==> config.mk <==
export PLATFORM = sky130hd
export DESIGN_NAME = hoplite_arbiter
export DESIGN_NICKNAME = d
export VERILOG_FILES = /design/src/rtl/hoplite_arbiter.sv
export SDC_FILE = /design/constraint.sdc
export NUM_CORES = 1
export LEC_CHECK = 0
export CAP_MARGIN = 15
export CELL_PAD_IN_SITES_DETAIL_PLACEMENT = 0
export CELL_PAD_IN_SITES_GLOBAL_PLACEMENT = 1
export CORE_AREA = 2 2 228 230
export DETAILED_ROUTE_END_ITERATION = 8
export DIE_AREA = 0 0 230 232
export PLACE_DENSITY_LB_ADDON = 0.1
export SLEW_MARGIN = 0
export SYNTH_ARGS = -nofsm -noshare
export SYNTH_HDL_FRONTEND = slang
export SYNTH_SLANG_ARGS = --single-unit
==> constraint.sdc <==
create_clock -name clk -period 3.1 [get_ports clk]
set_input_delay 0.31 -clock clk [delete_from_list [all_inputs] [get_ports clk]]
set_output_delay 0.31 -clock clk [all_outputs]
set_load 0.01 [all_outputs]
==> src/rtl/hoplite_arbiter.sv <==
// Hoplite 3D-torus router arbiter: routes ring flits (Z > Y > X > PE) onto
// the X/Y/Z outputs, flags PE starvation and keeps saturating statistics.
module hoplite_arbiter #(
    parameter int unsigned FLIT_SIZE    = 128,
    parameter int unsigned COORD_W      = 2,
    parameter int unsigned STARVE_LIMIT = 16,
    parameter int unsigned CNT_W        = 16
) (
    input  logic                 clk,
    input  logic                 rst_n,
    input  logic [COORD_W-1:0]   cur_x,
    input  logic [COORD_W-1:0]   cur_y,
    input  logic [COORD_W-1:0]   cur_z,
    input  logic                 x_in_valid,
    input  logic                 y_in_valid,
    input  logic                 z_in_valid,
    input  logic [FLIT_SIZE-1:0] x_input,
    input  logic [FLIT_SIZE-1:0] y_input,
    input  logic [FLIT_SIZE-1:0] z_input,
    input  logic                 pe_in_valid,
    input  logic [FLIT_SIZE-1:0] pe_input,
    output logic                 pe_in_ready,
    output logic [1:0]           x_sel,
    output logic [2:0]           y_sel,
    output logic [2:0]           z_sel,
    output logic                 x_input_eject_valid,
    output logic                 y_input_eject_valid,
    output logic                 z_input_eject_valid,
    output logic                 starve_out,
    input  logic                 stat_clr,
    output logic [CNT_W-1:0]     inject_cnt,
    output logic [CNT_W-1:0]     deflect_cnt,
    output logic [CNT_W-1:0]     eject_cnt
);

    localparam int unsigned BLK_W = (STARVE_LIMIT > 1) ? $clog2(STARVE_LIMIT) : 1;
    localparam logic [BLK_W-1:0] BLK_MAX = BLK_W'(STARVE_LIMIT - 1);
    localparam int unsigned SUM_W = CNT_W + 1;

    typedef enum logic [1:0] {IDLE, WAIT, STARVED} starve_state_e;

    logic [COORD_W-1:0] xd_x, xd_y, xd_z;
    logic [COORD_W-1:0] yd_y, yd_z;
    logic [COORD_W-1:0] zd_x, zd_y, zd_z;
    logic [COORD_W-1:0] pd_x, pd_y, pd_z;

    assign xd_x = x_input[COORD_W-1:0];
    assign xd_y = x_input[2*COORD_W-1:COORD_W];
    assign xd_z = x_input[3*COORD_W-1:2*COORD_W];
    assign yd_y = y_input[2*COORD_W-1:COORD_W];
    assign yd_z = y_input[3*COORD_W-1:2*COORD_W];
    assign zd_x = z_input[COORD_W-1:0];
    assign zd_y = z_input[2*COORD_W-1:COORD_W];
    assign zd_z = z_input[3*COORD_W-1:2*COORD_W];
    assign pd_x = pe_input[COORD_W-1:0];
    assign pd_y = pe_input[2*COORD_W-1:COORD_W];
    assign pd_z = pe_input[3*COORD_W-1:2*COORD_W];

    // Payload bits and the Y flit's X field play no part in routing.
    logic unused_payload;
    assign unused_payload = ^{x_input[FLIT_SIZE-1:3*COORD_W], y_input[FLIT_SIZE-1:3*COORD_W],
                              z_input[FLIT_SIZE-1:3*COORD_W], pe_input[FLIT_SIZE-1:3*COORD_W],
                              y_input[COORD_W-1:0]};

    logic       x_taken, y_taken, z_taken;
    logic       defl_x, defl_y;
    logic [1:0] pe_tgt;
    logic [1:0] n_defl;
    logic [1:0] n_eject;

    // Ring routing in priority order, then PE injection into what is left.
    always_comb begin
        x_sel               = 2'b00;
        y_sel               = 3'b000;
        z_sel               = 3'b000;
        x_input_eject_valid = 1'b0;
        y_input_eject_valid = 1'b0;
        z_input_eject_valid = 1'b0;
        x_taken             = 1'b0;
        y_taken             = 1'b0;
        z_taken             = 1'b0;
        defl_x              = 1'b0;
        defl_y              = 1'b0;
        pe_in_ready         = 1'b0;
        pe_tgt              = 2'd0;

        if (z_in_valid) begin
            if (zd_x == cur_x && zd_y == cur_y && zd_z == cur_z) begin
                z_input_eject_valid = 1'b1;
            end else begin
                z_sel   = 3'd3;
                z_taken = 1'b1;
            end
        end

        // A Y-ring flit has already finished its X leg.
        if (y_in_valid) begin
            if (yd_y != cur_y) begin
                y_sel   = 3'd2;
                y_taken = 1'b1;
            end else if (yd_z != cur_z) begin
                if (!z_taken) begin
                    z_sel   = 3'd2;
                    z_taken = 1'b1;
                end else begin
                    y_sel   = 3'd2;
                    y_taken = 1'b1;
                    defl_y  = 1'b1;
                end
            end else begin
                y_input_eject_valid = 1'b1;
            end
        end

        if (x_in_valid) begin
            if (xd_x != cur_x) begin
                x_sel   = 2'd1;
                x_taken = 1'b1;
            end else if (xd_y != cur_y) begin
                if (!y_taken) begin
                    y_sel   = 3'd1;
                    y_taken = 1'b1;
                end else begin
                    x_sel   = 2'd1;
                    x_taken = 1'b1;
                    defl_x  = 1'b1;
                end
            end else if (xd_z != cur_z) begin
                if (!z_taken) begin
                    z_sel   = 3'd1;
                    z_taken = 1'b1;
                end else begin
                    x_sel   = 2'd1;
                    x_taken = 1'b1;
                    defl_x  = 1'b1;
                end
            end else begin
                x_input_eject_valid = 1'b1;
            end
        end

        if (pd_x != cur_x)      pe_tgt = 2'd0;
        else if (pd_y != cur_y) pe_tgt = 2'd1;
        else if (pd_z != cur_z) pe_tgt = 2'd2;
        else                    pe_tgt = 2'd0;

        if (pe_in_valid) begin
            case (pe_tgt)
                2'd1: begin
                    if (!y_taken) begin
                        pe_in_ready = 1'b1;
                        y_sel       = 3'b100;
                    end
                end
                2'd2: begin
                    if (!z_taken) begin
                        pe_in_ready = 1'b1;
                        z_sel       = 3'b100;
                    end
                end
                default: begin
                    if (!x_taken) begin
                        pe_in_ready = 1'b1;
                        x_sel       = 2'b10;
                    end
                end
            endcase
        end
    end

    assign n_defl  = {1'b0, defl_x} + {1'b0, defl_y};
    assign n_eject = {1'b0, x_input_eject_valid} + {1'b0, y_input_eject_valid}
                   + {1'b0, z_input_eject_valid};

    starve_state_e    state;
    logic [BLK_W-1:0] blk_cnt;
    logic [BLK_W-1:0] blk_inc;
    logic             blocked;

    assign blocked = pe_in_valid & ~pe_in_ready;
    assign blk_inc = (blk_cnt == BLK_MAX) ? blk_cnt : blk_cnt + BLK_W'(1);

    // Starvation tracker; any unblocked cycle returns to IDLE.
    always_ff @(posedge clk or negedge rst_n) begin
        if (!rst_n) begin
            state      <= IDLE;
            blk_cnt    <= '0;
            starve_out <= 1'b0;
        end else begin
            case (state)
                IDLE: begin
                    blk_cnt    <= '0;
                    starve_out <= 1'b0;
                    if (blocked) state <= WAIT;
                end
                WAIT: begin
                    if (!blocked) begin
                        state   <= IDLE;
                        blk_cnt <= '0;
                    end else begin
                        blk_cnt <= blk_inc;
                        if (blk_inc == BLK_MAX) begin
                            state      <= STARVED;
                            starve_out <= 1'b1;
                        end
                    end
                end
                STARVED: begin
                    if (!blocked) begin
                        state      <= IDLE;
                        blk_cnt    <= '0;
                        starve_out <= 1'b0;
                    end
                end
                default: begin
                    state      <= IDLE;
                    blk_cnt    <= '0;
                    starve_out <= 1'b0;
                end
            endcase
        end
    end

    function automatic logic [CNT_W-1:0] sat_add(input logic [CNT_W-1:0] cnt, input logic [1:0] inc);
        logic [SUM_W-1:0] sum;
        sum = {1'b0, cnt} + SUM_W'(inc);
        return sum[CNT_W] ? {CNT_W{1'b1}} : sum[CNT_W-1:0];
    endfunction

    // Saturating statistics; clear wins over same-cycle increments.
    always_ff @(posedge clk or negedge rst_n) begin
        if (!rst_n) begin
            inject_cnt  <= '0;
            deflect_cnt <= '0;
            eject_cnt   <= '0;
        end else if (stat_clr) begin
            inject_cnt  <= '0;
            deflect_cnt <= '0;
            eject_cnt   <= '0;
        end else begin
            inject_cnt  <= sat_add(inject_cnt, {1'b0, pe_in_ready});
            deflect_cnt <= sat_add(deflect_cnt, n_defl);
            eject_cnt   <= sat_add(eject_cnt, n_eject);
        end
    end

endmodule

==> results.sh <==
export IMPL_ir_drop_mv=0.160
export IMPL_synth_edf_count=0
export IMPL_htreeDepth=2
export IMPL_design_die_area_um2=53400
export IMPL_antenna_found_initial=0
export IMPL_grt_pass1_vias=3628
export IMPL_synth_nets=893
export IMPL_required_ns=3.34
export IMPL_rsz0062_at_grt="true"
export IMPL_fp_dieH_um=232
export IMPL_syn_inst=359
export IMPL_syn_avg_cell_area_um2=9.51
export IMPL_p_per_area_nw_per_um2=282
export IMPL_drive_gt1_share_pct=27.4
export IMPL_tritoncts="built"
export IMPL_dp_hpwl_mm=12.8
export IMPL_clock_sinks=55
export IMPL_maxCapViolCount=0
export IMPL_grt_overflow_total=0
export IMPL_worst_pin_slew_ns=0.823
export IMPL_yosysMostFrequentCell="dfrtp_1"
export IMPL_fin_util_pct=12.1
export IMPL_ys_ff_latch=55
export IMPL_worstPathArrival_ns=3.16
export IMPL_cts_root_buffer="clkbuf_16"
export IMPL_fin_crit_sh_pct=94.3
export IMPL_final_hold_viol_count=0
export IMPL_clock_path_buffers=2
export IMPL_io_pin_count=586
export IMPL_hp_class="primary input to async pin"
export IMPL_power_leakage_nw=2.34
export IMPL_vias_per_cell=2.78
export IMPL_track_usage_pct=6.31
export IMPL_start_util_pct=6.71
export IMPL_fmax_ghz=0.342
export IMPL_rows=83
export IMPL_final_hold_worst_slack_ns=0.0784
export IMPL_cp_start_kind="primary input"
export IMPL_yosys_area_top_type="dfrtp_1"
export IMPL_wire_per_inst_um=13.8
export IMPL_n_antenna_cell=0
export IMPL_nNetsFinal=1059
export IMPL_ys_seq_area_share_pct=40.3
export IMPL_grt_pass1_wl_mm=24.7
export IMPL_synthArstFlopShare_pct=100
export IMPL_setup_viol=0
export IMPL_crit_fanout=3
export IMPL_ys_top_cells_by_area="dfrtp_1, xnor2_1, xor2_1, a21oi_1, nand3_1"
export IMPL_io_buffers=95
export IMPL_fin_skew_ns=0.00592
export IMPL_path_class="primary input to register"
export IMPL_drt_iter0_drc=101
export IMPL_postCtsHoldBufs=0
export IMPL_vias=3358
export IMPL_clkTransAtPathRegs_ns=0.08
export IMPL_ant_nets=0
export IMPL_clk_latency_ns=0.31
export IMPL_yosys_area_top_type_share_pct=40.3
export IMPL_finalWirelength_mm=16.6
export IMPL_syn_area_um2=3420
export IMPL_drtPass1Iterations=4
export IMPL_synth_cell_types=58
export IMPL_drc=0
export IMPL_relSlewSlack_pct=45.1
export IMPL_outcome="finished clean"
export IMPL_place_gp_congestion=0.683
export IMPL_area_growth_pct=80.8
export IMPL_grt_max_degree=31
export IMPL_synth_ff_type="dfrtp_1"
export IMPL_tns_ns=0
export IMPL_synth_common_cells="dfrtp_1, a21oi_1, xnor2_1, xor2_1, nor2_1"
export IMPL_min_period_ns=2.92
export IMPL_cts_inserted_buffers=5
export IMPL_die_width_um=230
export IMPL_yosys_warnings=0
export IMPL_core_area_um2=50900
export IMPL_worst_setup_path_end_kind="register"
export IMPL_slew_violations=0
==> cell usage in the layout, fill, tap and decap left out, types with 3 or more instances in the layout <==
master,count
nor4_1,7
nand2_1,17
clkdlybuf4s50_1,67
inv_1,9
ha_1,4
a31oi_1,5
nor3_1,7
buf_6,4
nor2_1,22
o21ai_0,5
nand4_1,8
o211ai_1,3
buf_4,72
nor2b_1,4
a21oi_1,41
and4_1,3
dfrtp_1,55
mux2i_1,3
a22oi_1,4
dlymetal6s2s_1,9
clkbuf_16,5
dlygate4sd2_1,11
nand3_1,22
nor3_2,3
buf_2,5
xor2_1,18
xor2_2,10
and3_1,7
xnor2_1,20
xnor2_2,7
o21a_1,3
==> state kept, by name, summed over array words and instances, names as in the netlist <==
register / flops
blk_cnt: 4
deflect_cnt: 16
state: 2
eject_cnt: 16
starve_out: 1
inject_cnt: 16
==> power by group <==
group          total (mW)  switching (mW)  leakage (nW)  internal, mW
Combinational       0.393           0.206          1.51         0.187
Clock               0.612           0.311        0.0669         0.301
Sequential          0.734         0.00946         0.766         0.724
==> cell families after synthesis <==
kind of cell / count (synthesis) / share of synthesized area (%)
DFF: 55 / 40.3
xor gates and xnor gates: 56 / 14.8
muxes: 4 / 1.21
AOI/OAI and AO/OA: 88 / 16.7
adders and majority gates: 9 / 3.96
buffers and inverters: 23 / 3.37
and+or+nand+nor: 124 / 19.6
==> worst max-delay path: stages <==
cell	delay [ns]
dlygate4sd2_1	0.31
xnor2_2	0.20
and2_4	0.19
nand2_2	0.08
nor4b_4	0.35
fa_1	0.47
ha_2	0.21
fa_2	0.36
nand4_1	0.16
nor3_2	0.08
buf_4	0.14
and4b_1	0.17
nor3_2	0.15
==> path summary, 6_finish.rpt <==
check                                  startpoint                       end  slack, ns  depth (start not counted)
max                                      cur_x[1]   eject_cnt[14]$_DFF_PN0_       0.18                         13
min                                         rst_n  inject_cnt[12]$_DFF_PN0_       0.08                          1
max reg2reg                eject_cnt[0]$_DFF_PN0_    eject_cnt[1]$_DFF_PN0_       0.82                          8
min reg2reg                starve_out$_DFFE_PN0P_    starve_out$_DFFE_PN0P_       0.53                          2
max in group asynchronous                   rst_n    blk_cnt[1]$_DFFE_PN0P_       2.37                          2
min in group clk           starve_out$_DFFE_PN0P_    starve_out$_DFFE_PN0P_       0.53                          2
==> per-stage QoR <==
step / power, mW / setup slack (ns) / std cells / area, µm²
final: 1.74 / 0.176 / 1206 / 6180
after global routing: 1.86 / -0.0172 / 1206 / 6180
after CTS: 1.80 / -0.00217 / 1201 / 6060
after detailed placement: 1.09 / -0.729 / 1184 / 5650
after global placement: 1.10 / -0.785 / 1184 / 5650
after floorplan: 0.875 / 0.00701 / 359 / 3430
==> per-layer routing <==
metal / track usage (%) / part of all wire (%) / vias up
met5: 0 / 0 / -
met4: 1.51 / 1.0 / 0
met3: 1.58 / 4.4 / 7
met2: 11.2 / 50 / 63
met1: 7.64 / 45 / 1668
li1: - / - / 1620
==> final cells by class <==
cell class,instances,area (µm²)
Clock inverter,2,12.5
Fill cell,5854,44700
Timing Repair Buffer,173,1550
Tap cell,680,851
Inverter,9,33.8
Clock buffer,6,129
Multi-Input combinational cell,281,2220
Sequential cell,55,1380
==> what timing repair did <==
| item | 4_1_cts | 5_1_grt |
|---|---|---|
| endpoints found under the setup margin | 54 | 43 |
| resized for setup | 65 | 34 |
| pin swaps | 20 | 21 |
| buffers inserted | 9 | 5 |
Power figures use the tool's default switching activity.
